File: config.mk
export PLATFORM = sky130hd
export DESIGN_NAME = real_gain_pipe
export DESIGN_NICKNAME = d
export VERILOG_FILES = /design/src/rtl/real_gain_pipe.sv
export SDC_FILE = /design/constraint.sdc
export NUM_CORES = 1
export LEC_CHECK = 0
export ABC_AREA = 1
export CAP_MARGIN = 20
export CORE_ASPECT_RATIO = 1.1
export CORE_UTILIZATION = 42
export CTS_CLUSTER_DIAMETER = 120
export DETAILED_ROUTE_END_ITERATION = 10
export GPL_ROUTABILITY_DRIVEN = 0
export PLACE_DENSITY = 0.84
export SYNTH_ARGS = -nofsm -noshare
export SYNTH_HDL_FRONTEND = slang
export SYNTH_SLANG_ARGS = --single-unit
File: constraint.sdc
create_clock -name clk -period 1.1 [get_ports clk]
set_clock_uncertainty 0.15 [all_clocks]
set_input_delay 0.22 -clock clk [delete_from_list [all_inputs] [get_ports clk]]
set_output_delay 0.22 -clock clk [all_outputs]
set_load 0.02 [all_outputs]
File: src/rtl/real_gain_pipe.sv
// real_gain_pipe
//   Streaming fixed-point gain stage. The real-valued GAIN parameter is turned
//   into a signed coefficient with FRAC_W fractional bits when the design is
//   elaborated. Each accepted sample is multiplied in stage 1, then rounded,
//   range-checked and registered in stage 2. Both stages use valid/ready
//   handshakes, so the block holds up to two samples and sustains one sample
//   per clock.
//
//   Optional feature macro: REAL_GAIN_SAT_EN
//     defined   : out-of-range results clamp to the signed output max/min
//     undefined : out-of-range results wrap (low OUT_W bits are kept)
//     ovf pulses in both builds, and the port list is the same in both.
//
// Ports
//   clk        in   rising-edge clock
//   reset_l    in   asynchronous active-low reset (release is synchronised upstream)
//   in_valid   in   input sample valid
//   in_ready   out  block accepts a sample this cycle
//   in_data    in   signed input sample, IN_W bits
//   out_valid  out  output sample valid
//   out_ready  in   downstream accepts the output this cycle
//   out_data   out  signed scaled sample, OUT_W bits
//   ovf        out  one-cycle pulse when an out-of-range sample is first presented
module real_gain_pipe #(
    parameter real GAIN   = 2.0,
    parameter int  IN_W   = 16,
    parameter int  OUT_W  = 16,
    parameter int  FRAC_W = 8,
    parameter int  COEF_W = 24
) (
    input  logic                    clk,
    input  logic                    reset_l,
    input  logic                    in_valid,
    output logic                    in_ready,
    input  logic signed [IN_W-1:0]  in_data,
    output logic                    out_valid,
    input  logic                    out_ready,
    output logic signed [OUT_W-1:0] out_data,
    output logic                    ovf
);

    localparam int PROD_W = IN_W + COEF_W;
    // One guard bit so that adding the rounding constant cannot overflow.
    localparam int SUM_W  = PROD_W + 1;

    // Round the scaled gain half away from zero, so that it is symmetric for negative gains.
    localparam real    ROUND_BIAS = (GAIN >= 0.0) ? 0.5 : -0.5;
    localparam longint COEF_L     = longint'($rtoi(GAIN * (2.0 ** FRAC_W) + ROUND_BIAS));
    localparam longint COEF_MAX   = (64'sd1 <<< (COEF_W - 1)) - 64'sd1;
    localparam longint COEF_MIN   = -(64'sd1 <<< (COEF_W - 1));
    localparam logic signed [COEF_W-1:0] COEF = COEF_W'(COEF_L);

    localparam logic signed [SUM_W-1:0] ROUND_ADD = SUM_W'(1) <<< (FRAC_W - 1);

    if (COEF_L > COEF_MAX || COEF_L < COEF_MIN) begin : g_coef_range_err
        $error("real_gain_pipe: coefficient %0d does not fit in %0d signed bits", COEF_L, COEF_W);
    end
    if (FRAC_W < 1) begin : g_frac_err
        $error("real_gain_pipe: FRAC_W must be at least 1");
    end
    if (SUM_W < OUT_W) begin : g_width_err
        $error("real_gain_pipe: product too narrow for OUT_W");
    end

    // Pipeline state
    logic                     s1_valid_reg;
    logic signed [PROD_W-1:0] prod_reg;
    logic                     s2_valid_reg;
    logic signed [OUT_W-1:0]  out_data_reg;
    logic                     ovf_reg;

    // Stage control: a stage may load when it is empty or when its content moves on.
    logic s2_adv;
    logic s1_adv;
    assign s2_adv = !s2_valid_reg || out_ready;
    assign s1_adv = !s1_valid_reg || s2_adv;

    // Stage 1 datapath: a full-width signed multiply
    logic signed [PROD_W-1:0] in_ext;
    logic signed [PROD_W-1:0] coef_ext;
    logic signed [PROD_W-1:0] prod_next;
    assign in_ext    = PROD_W'(in_data);
    assign coef_ext  = PROD_W'(COEF);
    assign prod_next = in_ext * coef_ext;

    // Stage 2 datapath: round half toward +inf, then check the range.
    // r_full keeps the full width after the arithmetic shift. The bits above the
    // output sign bit must all equal that sign bit for the value to fit.
    logic signed [SUM_W-1:0]   sum_rnd;
    logic signed [SUM_W-1:0]   r_full;
    logic [SUM_W-OUT_W:0]      r_hi;
    logic                      out_of_range;
    logic signed [OUT_W-1:0]   out_data_next;

    assign sum_rnd      = SUM_W'(prod_reg) + ROUND_ADD;
    assign r_full       = sum_rnd >>> FRAC_W;
    assign r_hi         = r_full[SUM_W-1:OUT_W-1];
    assign out_of_range = !((&r_hi) || !(|r_hi));

    always_comb begin
        out_data_next = r_full[OUT_W-1:0];
`ifdef REAL_GAIN_SAT_EN
        if (out_of_range) begin
            out_data_next = r_full[SUM_W-1] ? {1'b1, {(OUT_W-1){1'b0}}}
                                            : {1'b0, {(OUT_W-1){1'b1}}};
        end
`endif
    end

    always_ff @(posedge clk or negedge reset_l) begin
        if (!reset_l) begin
            s1_valid_reg <= 1'b0;
            prod_reg     <= '0;
            s2_valid_reg <= 1'b0;
            out_data_reg <= '0;
            ovf_reg      <= 1'b0;
        end else begin
            if (s1_adv) begin
                s1_valid_reg <= in_valid;
                if (in_valid) begin
                    prod_reg <= prod_next;
                end
            end
            if (s2_adv) begin
                s2_valid_reg <= s1_valid_reg;
                if (s1_valid_reg) begin
                    out_data_reg <= out_data_next;
                end
            end
            // Set only in the cycle after an out-of-range sample enters stage 2.
            // That is the first cycle in which the sample is presented, so the
            // flag stays a single pulse even while the output is stalled.
            ovf_reg <= s2_adv && s1_valid_reg && out_of_range;
        end
    end

    assign in_ready  = s1_adv;
    assign out_valid = s2_valid_reg;
    assign out_data  = out_data_reg;
    assign ovf       = ovf_reg;

endmodule
==> results.md, run 1 <==
- Run status: finished with violations
- Failing checks: setup timing
- Die height: around 62 microns
- Largest net degree at the start of global routing: 35
- Setup TNS: -8.93 ns
- Root Buffer: clkbuf_4
- Clock buffer count from CTS: 5
- Pwr Density: 1890 mW/mm^2
- Power Internal: between 0.003 and 0.004 W
- Yosys cell types: 13
- GR Util met2: 0.450
- CP required: about 0.73 ns
- CTS sink count: 34
- Die Wd: about 57 microns
- Die area: 0.00350 sq mm
- Via count: between 1000 and 1500
- Adder-cell share of the synthesized area: 0
- PnR worst setup slack: -0.268 ns
- Htree depth: 2
- Clk_lat worst skew: about 0.33 ns
- R2R Path End: prod_reg[18]
- RSZ-0062 raised after global routing: true
- Clock share of power: 0.186
- Pwr Total: 0.00464 W
- Max Slew Vio Count: 0
- Syn_nets: between 150 and 200
- CP endpoint kind: output pin
- IO Count: 39
- Share of layout cells above drive strength 1: 0.488
- Worst EP arrival: 1.00 ns
- Sw frac: 0.352
- Vias/cell: around 5.4
- Crit path max fanout: 3
- Worst vdd ir: ~1.5 mV
- Clock slew at reported path FFs: around 0.11 ns
- Placement Setup Slack: -0.743 ns
- DRT iter0 DRCs: 59
- Final WL: ~4600 microns
- Fillers: ~170
- Largest family of logic cells by synthesized area: simple AND/OR/NAND/NOR gates
- Starting Density: 0.447
- Max Buffers Root-to-Sink: 2
- Synth Cell Area: around 0.0014 sq mm
- Number of synthesized register bits: 34
- Most used routing layer: met2
- R2R Setup Slk: -0.26 ns
- DRC violations left: 0
- Vias in the first global route: 1299
- HP Class: in -> async
- Synth Area in Compound Gates: 0
- Nets: about 240
- Crit path max-delay family: flip-flops
- Post-detail-place hpwl: approximately 2000 microns
- Drt wl/cell: around 18 microns
- Comb pwr share: 0.434
- Global route overflow: 0
- Simple-Gate Fraction of Synth Area: 0.321
- Setup Viol. Count Final: between 50 and 60
- CP Launch Type: register
- TritonRoute pass-1 iters: 4
- Flop pwr share: 0.381
- Rows: 21
- P_sw: about 0.0016 W
- Initial antenna violation count: 0
- Ant diodes: 0
- Min Tclk post-route: between 1 and 1.5 ns
- Layout area overhead: 78.9%
- Worst R2R Start: out_valid
- Synth warn: 0
- Final ANT Viol Nets: 0
- CP Buf/Inv Count: 1
- CP Cell Sequence: nand3_4 > buf_6
- Worst R2R Path Depth: 5
- CP peak stage delay: 0.46 ns
- Met3 usage: 0.0476
- Worst setup startpoint: out_valid
- Final hold slack: 0.0924 ns
- Xor/xnor share of the synthesized area: 0.00638
- CTS tree: built
- Crit path max-delay cell type: dfrtp_2
- CORE AREA: just over 0.003 sq mm
- Mapped Avg Cell Area: 9.41 sq um
- IO buf count: 37
- First-pass GRT wire length: 6440 microns
- Tcrit/Tclk final: 1.24
- Fin. Hold Viols: 0
- Multiplexer share of the synthesized area: 0
- Max FFs per register: 16
- Gr usage total: 0.249
- Max Cap Viol: 0
- Fmax: approximately 0.73 GHz
- LEAKAGE: roughly 1.2 nW
- Gate Count Post-Synth: about 150
- Global Route met1 Usage: 0.288
- Sequential share of the synthesized area: 0.619
- WS Path Type: reg -> out
-- synth_stat cells --
cell	number	area, sq um
nand3_1	31	155
xnor2_1	1	8.76
inv_1	1	3.75
nand2_1	64	240
nand2_4	1	11.3
conb_1	1	3.75
buf_4	1	7.51
buf_6	3	33.8
nand3_4	1	17.5
nand2_2	2	12.5
buf_2	5	25.0
nor2_1	1	3.75
dfrtp_1	34	851
-- worst max path at each step --
stage	end	cells past startpoint
6_report	in_ready	2
5_1_grt	prod_reg[18]	5
4_1_cts	in_ready	2
3_5_place_dp	in_ready	4
3_3_place_gp	in_ready	4
2_1_floorplan	prod_reg[16]	5
-- cells by family (layout without fill, tap and decap cells) --
| kind of cell | Yosys count | after routing |
|---|---|---|
| AND/OR/NAND/NOR | 100 | 103 |
| flip-flops | 34 | 34 |
| buffers and inverters | 10 | 78 |
| other | 1 | 1 |
| XOR/XNOR | 1 | 1 |
-- power by group through the flow --
| stage | Clock, W | Combinational [W] | Sequential, W |
|---|---|---|---|
| finish | 0.000860 | 0.00201 | 0.00177 |
| global route | 0.000915 | 0.00213 | 0.00178 |
| CTS | 0.000846 | 0.00163 | 0.00173 |
| detailed placement | 0 | 0.00116 | 0.00171 |
| global placement | 0 | 0.00113 | 0.00169 |
| floorplan | 0 | 0.000402 | 0.00190 |
-- layout by cell type, fill, tap and decap left out, drive strengths merged --
master         netlist  routed
conb                 1       1
xnor2                1       1
clkbuf               0       8
buf                  9      48
dfrtp               34      34
nand3               32      32
nor2                 1       1
bufbuf               0       2
inv                  1       1
nand2               67      70
clkdlybuf4s50        0      19
-- layout make-up --
class                   count  area (sq um)  area share
repair buffers             69           777       0.316
clock buffers               8          78.8      0.0321
well taps                  34          42.5      0.0173
flip-flops and latches     34           852       0.347
inverters                   1          3.75     0.00153
multi-input cells         105           703       0.286
-- metrics by stage --
stage,utilization,cells,area [sq um]
floorplan,-,146,1390
finish,0.799,251,2460
global route,0.799,251,2460
detailed placement,0.587,216,1800
CTS,0.733,241,2250
global placement,0.587,216,1800
-- routing by layer --
layer | vias up | routed length [microns]
li1 | 612 | -
met1 | 661 | 1780
met2 | 60 | 2440
met3 | 21 | 242
met4 | 0 | 159
met5 | - | 0
-- repair_timing --
action,CTS,global route
gates cloned,7,0
setup endpoints to repair,52,52
resized for setup,140,33
endpoints found under the hold margin,0,0
hold buffers,0,0
pin swaps,4,17
buffers inserted,10,12
No activity file was read; power rests on OpenSTA's default activity.
==> run 2: changes to the inputs <==
MAX_ROUTING_LAYER = met4   (was default)
RECOVER_POWER = 25   (was default)
==> run 2 against run 1 <==
Effect of this change: the flow still finishes with violations (setup timing); core utilization shrank 0.41 points; via count grew 1.7%; sequential share of layout area is 0.18 points higher; register-to-register slack hardly changed; highest routed layer unchanged; power down 0.25%; non-clock buffer count is the same; hold slack gained 0.16 ns; combinational power about the same; cell area shrank 0.51%; global-route usage grew 0.82 points; count of clock-buffer cells in the layout stayed put; cell count is the same.
==> results.md, run 2 (same netlist as run 1, synthesis figures left out) <==
- Run status: finished with violations
- Failing checks: setup timing
- Tcrit/Tclk final: 1.24 (about the same)
- Clk_lat worst skew: 0.33 ns (about the same)
- Max Buffers Root-to-Sink: 2 (unchanged)
- Final core utilization: 0.795 (-0.00407)
- CP peak stage delay: 0.42 ns (-0.04 ns)
- IO Count: 39 (unchanged)
- CTS sink count: 34 (unchanged)
- HP Class: in -> async
- Vias/cell: 5.49 (+1.7%)
- Rows: 21 (unchanged)
- LEAKAGE: 1.23 nW (-0.37%)
- Htree depth: 2 (unchanged)
- DRT iter0 DRCs: 56 (-5.1%)
- CP endpoint kind: register
- Nets: 236 (unchanged)
- CORE AREA: 0.00307 sq mm (unchanged)
- Crit path max fanout: 9 (+6)
- Most common cell after layout, fill and taps aside: nand2_1
- CP Launch Type: register
- Max FFs per register: 16 (unchanged)
- Placement Setup Slack: -0.743 ns (unchanged)
- CP Cell Sequence: nand3_4 > buf_4 > bufbuf_16 > nand3_1 > nand2_1
- Ant diodes: 0 (unchanged)
- Design Area, Final: 0.00244 sq mm (-0.51%)
- Die area: 0.00350 sq mm (unchanged)
- Hold Buf Count CTS: 0 (unchanged)
- Commonest cells after routing, fill and taps aside: nand2_1 (40), dfrtp_1 (33), nand2_2 (21), buf_6 (21), buf_4 (20)
- Final ANT Viol Nets: 0 (unchanged)
- Share of layout cells above drive strength 1: 0.488 (unchanged)
- Pwr Total: 0.00462 W (-0.25%)
- First-pass GRT wire length: 6450 microns (+0.11%)
- PnR worst setup slack: -0.267 ns (+0.000931 ns)
- Clock slew at reported path FFs: 0.10 ns (about the same)
- Via count: 1377 (+1.7%)
- Die Wd: 56.5 microns (unchanged)
- Post-detail-place hpwl: 2040 microns (unchanged)
- Die height: 62.0 microns (unchanged)
- Global route overflow: 0 (unchanged)
- Crit path max-delay cell type: dfrtp_1
- Drt wl/cell: 18.4 microns (about the same)
- RSZ-0062 raised after global routing: true
- WS Path Type: reg -> reg
- Final WL: 4620 microns (about the same)
- Worst vdd ir: 1.51 mV (about the same)
- Root Buffer: clkbuf_4
- Min Tclk post-route: 1.37 ns (-0.000931 ns)
- Pwr Density: 1890 mW/mm^2 (+0.26%)
- Layout area overhead: 78.0%
- CTS tree: built
- Max Slew Vio Count: 0 (unchanged)
- Placed cell area: 0.00180 sq mm (unchanged)
- Vias in the first global route: 1298 (-0.077%)
- Worst EP arrival: 1.45 ns (+0.45 ns)
- Starting Density: 0.447 (unchanged)
- Max Cap Viol: 0 (unchanged)
- DRC violations left: 0 (unchanged)
- Fmax: 0.731 GHz (about the same)
- Largest net degree at the start of global routing: 35 (unchanged)
- Fin. Hold Viols: 0 (unchanged)
- IO buf count: 37 (unchanged)
- TritonRoute pass-1 iters: 4 (unchanged)
- Setup TNS: -8.73 ns (+0.200 ns)
- Clock buffer count from CTS: 5 (unchanged)
- Gr usage total: 0.258 (+0.00825)
- Setup Viol. Count Final: 52 (unchanged)
- CP required: 1.18 ns (+0.45 ns)
- Initial antenna violation count: 0 (unchanged)
[run 2: cell types whose count changed in the layout (fill, tap and decap cells not counted)]
cell	change
buf_12	-1
dlygate4sd3_1	+1
clkbuf_4	+1
clkdlybuf4s50_1	-1
[run 2: metrics by stage]
stage / hold slack, ns / instances
after floorplan: -0.226 / 146
after global placement: 0.307 / 216
after detailed placement: 0.308 / 216
after CTS: 0.0962 / 241
after global routing: 0.285 / 251
final: 0.249 / 251
[run 2: cell type report]
cell class	instances	area (sq um)
Fill cell	168	629
Clock buffer	8	78.8
Inverter	1	3.75
Timing Repair Buffer	69	764
Multi-Input combinational cell	105	703
Tap cell	34	42.5
Sequential cell	34	852
[run 2: metal layers]
metal / up-vias / GRT usage / share of wire
li1: 612 / - / -
met1: 671 / 0.289 / 0.38
met2: 72 / 0.449 / 0.52
met3: 22 / 0.0476 / 0.059
met4: 0 / 0.132 / 0.038
met5: - / - / 0
[run 2: timing repair]
| action | 4_1_cts | 5_1_grt |
|---|---|---|
| endpoints found under the setup margin | 52 | 52 |
| gates resized for setup | 140 | 33 |
| gates cloned | 7 | 0 |
| setup buffers | 10 | 12 |
| pin swaps | 4 | 17 |
[run 2: where the power goes]
group          internal, W  total, W  switching [W]
Combinational      0.00104   0.00201       0.000964
Sequential         0.00152   0.00176       0.000247
Clock             0.000437  0.000852       0.000416
[run 2: worst paths after layout]
path | startpoint | end | slack (ns) | cells after the start
max | s1_valid_reg | prod_reg[18] | -0.27 | 5
min | reset_l | out_data[11] | 0.25 | 2
max reg2reg | s1_valid_reg | prod_reg[18] | -0.27 | 5
min reg2reg | prod_reg[10] | prod_reg[10] | 0.36 | 2
max in group asynchronous | reset_l | out_valid | 0.20 | 2
min in group clk | in_data[2] | prod_reg[11] | 0.28 | 3
[run 2: worst max-delay path, delay by kind of cell, from the launching register on]
kind | cells | cell delay (ns)
simple gates | 3 | 0.27
flops | 1 | 0.42
buf+inv | 2 | 0.43
==> run 3: changes to the inputs <==
PLACE_DENSITY = default   (was 0.84)
PLACE_DENSITY_LB_ADDON = 0.15   (was default)
==> run 3 against run 2 <==
Effect of this change: core utilization fell by 7.4 points; flip-flop and latch count did not move; cell count up 0.40%; the flow still finishes with violations (setup timing); cell area down 9.3%; combinational power decreased by 15%.
==> results.md, run 3 (same netlist as run 1, synthesis figures left out) <==
- CP required: 0.73 ns (-0.45 ns)
- Rows: 21 (unchanged)
- Fmax: 0.743 GHz (+1.6%)
- TritonRoute pass-1 iters: 4 (unchanged)
- Htree depth: 2 (unchanged)
- Die height: 62.0 microns (unchanged)
- Min Tclk post-route: 1.35 ns (-0.0209 ns)
- Worst vdd ir: 1.27 mV (-16%)
- Pwr Density: 1830 mW/mm^2 (-3.5%)
- Via count: 1269 (-7.8%)
- LEAKAGE: 1.18 nW (-3.7%)
- Layout area overhead: 61.5%
- Dpl cells: 223 (+3.2%)
- PnR worst setup slack: -0.246 ns (+0.0209 ns)
- GR Util met2: 0.341 (-0.108)
- Die Wd: 56.5 microns (unchanged)
- CP Launch Type: register
- Starting Density: 0.447 (unchanged)
- HP Class: in -> async
- First-pass GRT wire length: 5220 microns (-19%)
- Tcrit/Tclk final: 1.22 (-0.0190)
- Post-detail-place hpwl: 1940 microns (-4.9%)
- Final ANT Viol Nets: 0 (unchanged)
- R2R Setup Slk: -0.23 ns (+0.04 ns)
- Vias/cell: 5.04 (-8.2%)
- Setup Viol. Count Final: 52 (unchanged)
- Met3 usage: 0.0476 (unchanged)
- Drt wl/cell: 13.4 microns (-27%)
- WS Path Type: reg -> out
- Failing checks: setup timing
- RSZ-0062 raised after global routing: true
- Gr usage total: 0.211 (-0.0467)
- Most used routing layer: met2
- Global Route met1 Usage: 0.252 (-0.0366)
- CTS sink count: 34 (unchanged)
- Crit path max fanout: 3 (-6)
- Finished Layout Cells: 252 (+0.40%)
- Clock slew at reported path FFs: 0.09 ns (about the same)
- Worst setup startpoint: out_valid
- Initial antenna violation count: 0 (unchanged)
- Worst R2R Start: out_valid
- Die area: 0.00350 sq mm (unchanged)
- Fin. Hold Viols: 0 (unchanged)
- Share of layout cells above drive strength 1: 0.303 (-0.186)
- Run status: finished with violations
- Max Cap Viol: 0 (unchanged)
- DRT iter0 DRCs: 37 (-34%)
- Clk_lat worst skew: 0.32 ns (about the same)
- CTS tree: built
- Worst EP arrival: 0.98 ns (-0.47 ns)
- Root Buffer: clkbuf_4
- Final WL: 3370 microns (-27%)
- Ant diodes: 0 (unchanged)
- IO buf count: 37 (unchanged)
- Max FFs per register: 16 (unchanged)
- Max Slew Vio Count: 0 (unchanged)
- Vias in the first global route: 1146 (-12%)
- CORE AREA: 0.00307 sq mm (unchanged)
- Largest net degree at the start of global routing: 35 (unchanged)
- Clock buffer count from CTS: 5 (unchanged)
- CP endpoint kind: output pin
- IO Count: 39 (unchanged)
- Commonest cells after routing, fill and taps aside: nand2_1 (64), dfrtp_1 (33), nand3_1 (31)
- Nets: 237 (+0.42%)
- Most common cell after layout, fill and taps aside: nand2_1
- Global route overflow: 0 (unchanged)
- Max Buffers Root-to-Sink: 2 (unchanged)
- Placement Setup Slack: -0.716 ns (+0.0271 ns)
- DRC violations left: 0 (unchanged)
-- run 3: changes by cell type in the layout (fill, tap and decap cells not counted), moves of 4 or more --
cell	before	now
nand2_1	40	64
nand2_2	21	0
nand3_1	17	31
nand3_2	12	0
buf_4	20	28
buf_6	21	17
-- run 3: path summary, 6_finish.rpt --
| path | end | cells after the start |
|---|---|---|
| min reg2reg | prod_reg[16] | 2 |
| max in group asynchronous | out_valid | 2 |
| max | in_ready | 2 |
| min in group clk | s1_valid_reg | 3 |
| min | out_data[1] | 2 |
| max reg2reg | prod_reg[9] | 5 |
-- run 3: layout make-up --
cell class / instances / area (sq um)
Timing Repair Buffer: 71 / 743
Fill cell: 242 / 856
Clock buffer: 8 / 48.8
Multi-Input combinational cell: 104 / 528
Tap cell: 34 / 42.5
Inverter: 1 / 3.75
Sequential cell: 34 / 852
-- run 3: metrics by stage --
stage | utilization | hold slack, ns | setup TNS [ns] | total power, W | area, sq um
final | 0.722 | 0.245 | -8.31 | 0.00405 | 2220
after global routing | 0.722 | 0.275 | -10.64 | 0.00428 | 2220
after CTS | 0.702 | 0.105 | -8.05 | 0.00395 | 2160
after detailed placement | 0.608 | 0.312 | -20.45 | 0.00298 | 1870
after global placement | 0.608 | 0.307 | -19.58 | 0.00293 | 1870
after floorplan | - | -0.226 | -1.29 | 0.00230 | 1390
-- run 3: critical path: stages, from the launching register on --
cell and delay [ns]:
dfrtp_2 0.45, nand3_4 0.08, buf_6 0.12
-- run 3: power by group --
part	total, W	internal, W	leakage (nW)	switching (W)
logic	0.00170	0.000958	0.736	0.000744
registers	0.00171	0.00152	0.420	0.000194
clock network	0.000635	0.000255	0.0265	0.000381
-- run 3: timing repair --
action | in CTS | in global routing
cloned | 4 | 1
hold buffers | 0 | 0
gates resized for setup | 115 | 3
pin swaps | 2 | 0
setup endpoints to repair | 52 | 52
setup buffers | 10 | 6
-- run 3: metal layers --
layer,wire [microns],vias to the layer above
met3,185,7
met1,1440,605
met5,0,-
met2,1670,45
li1,-,612
met4,68,0
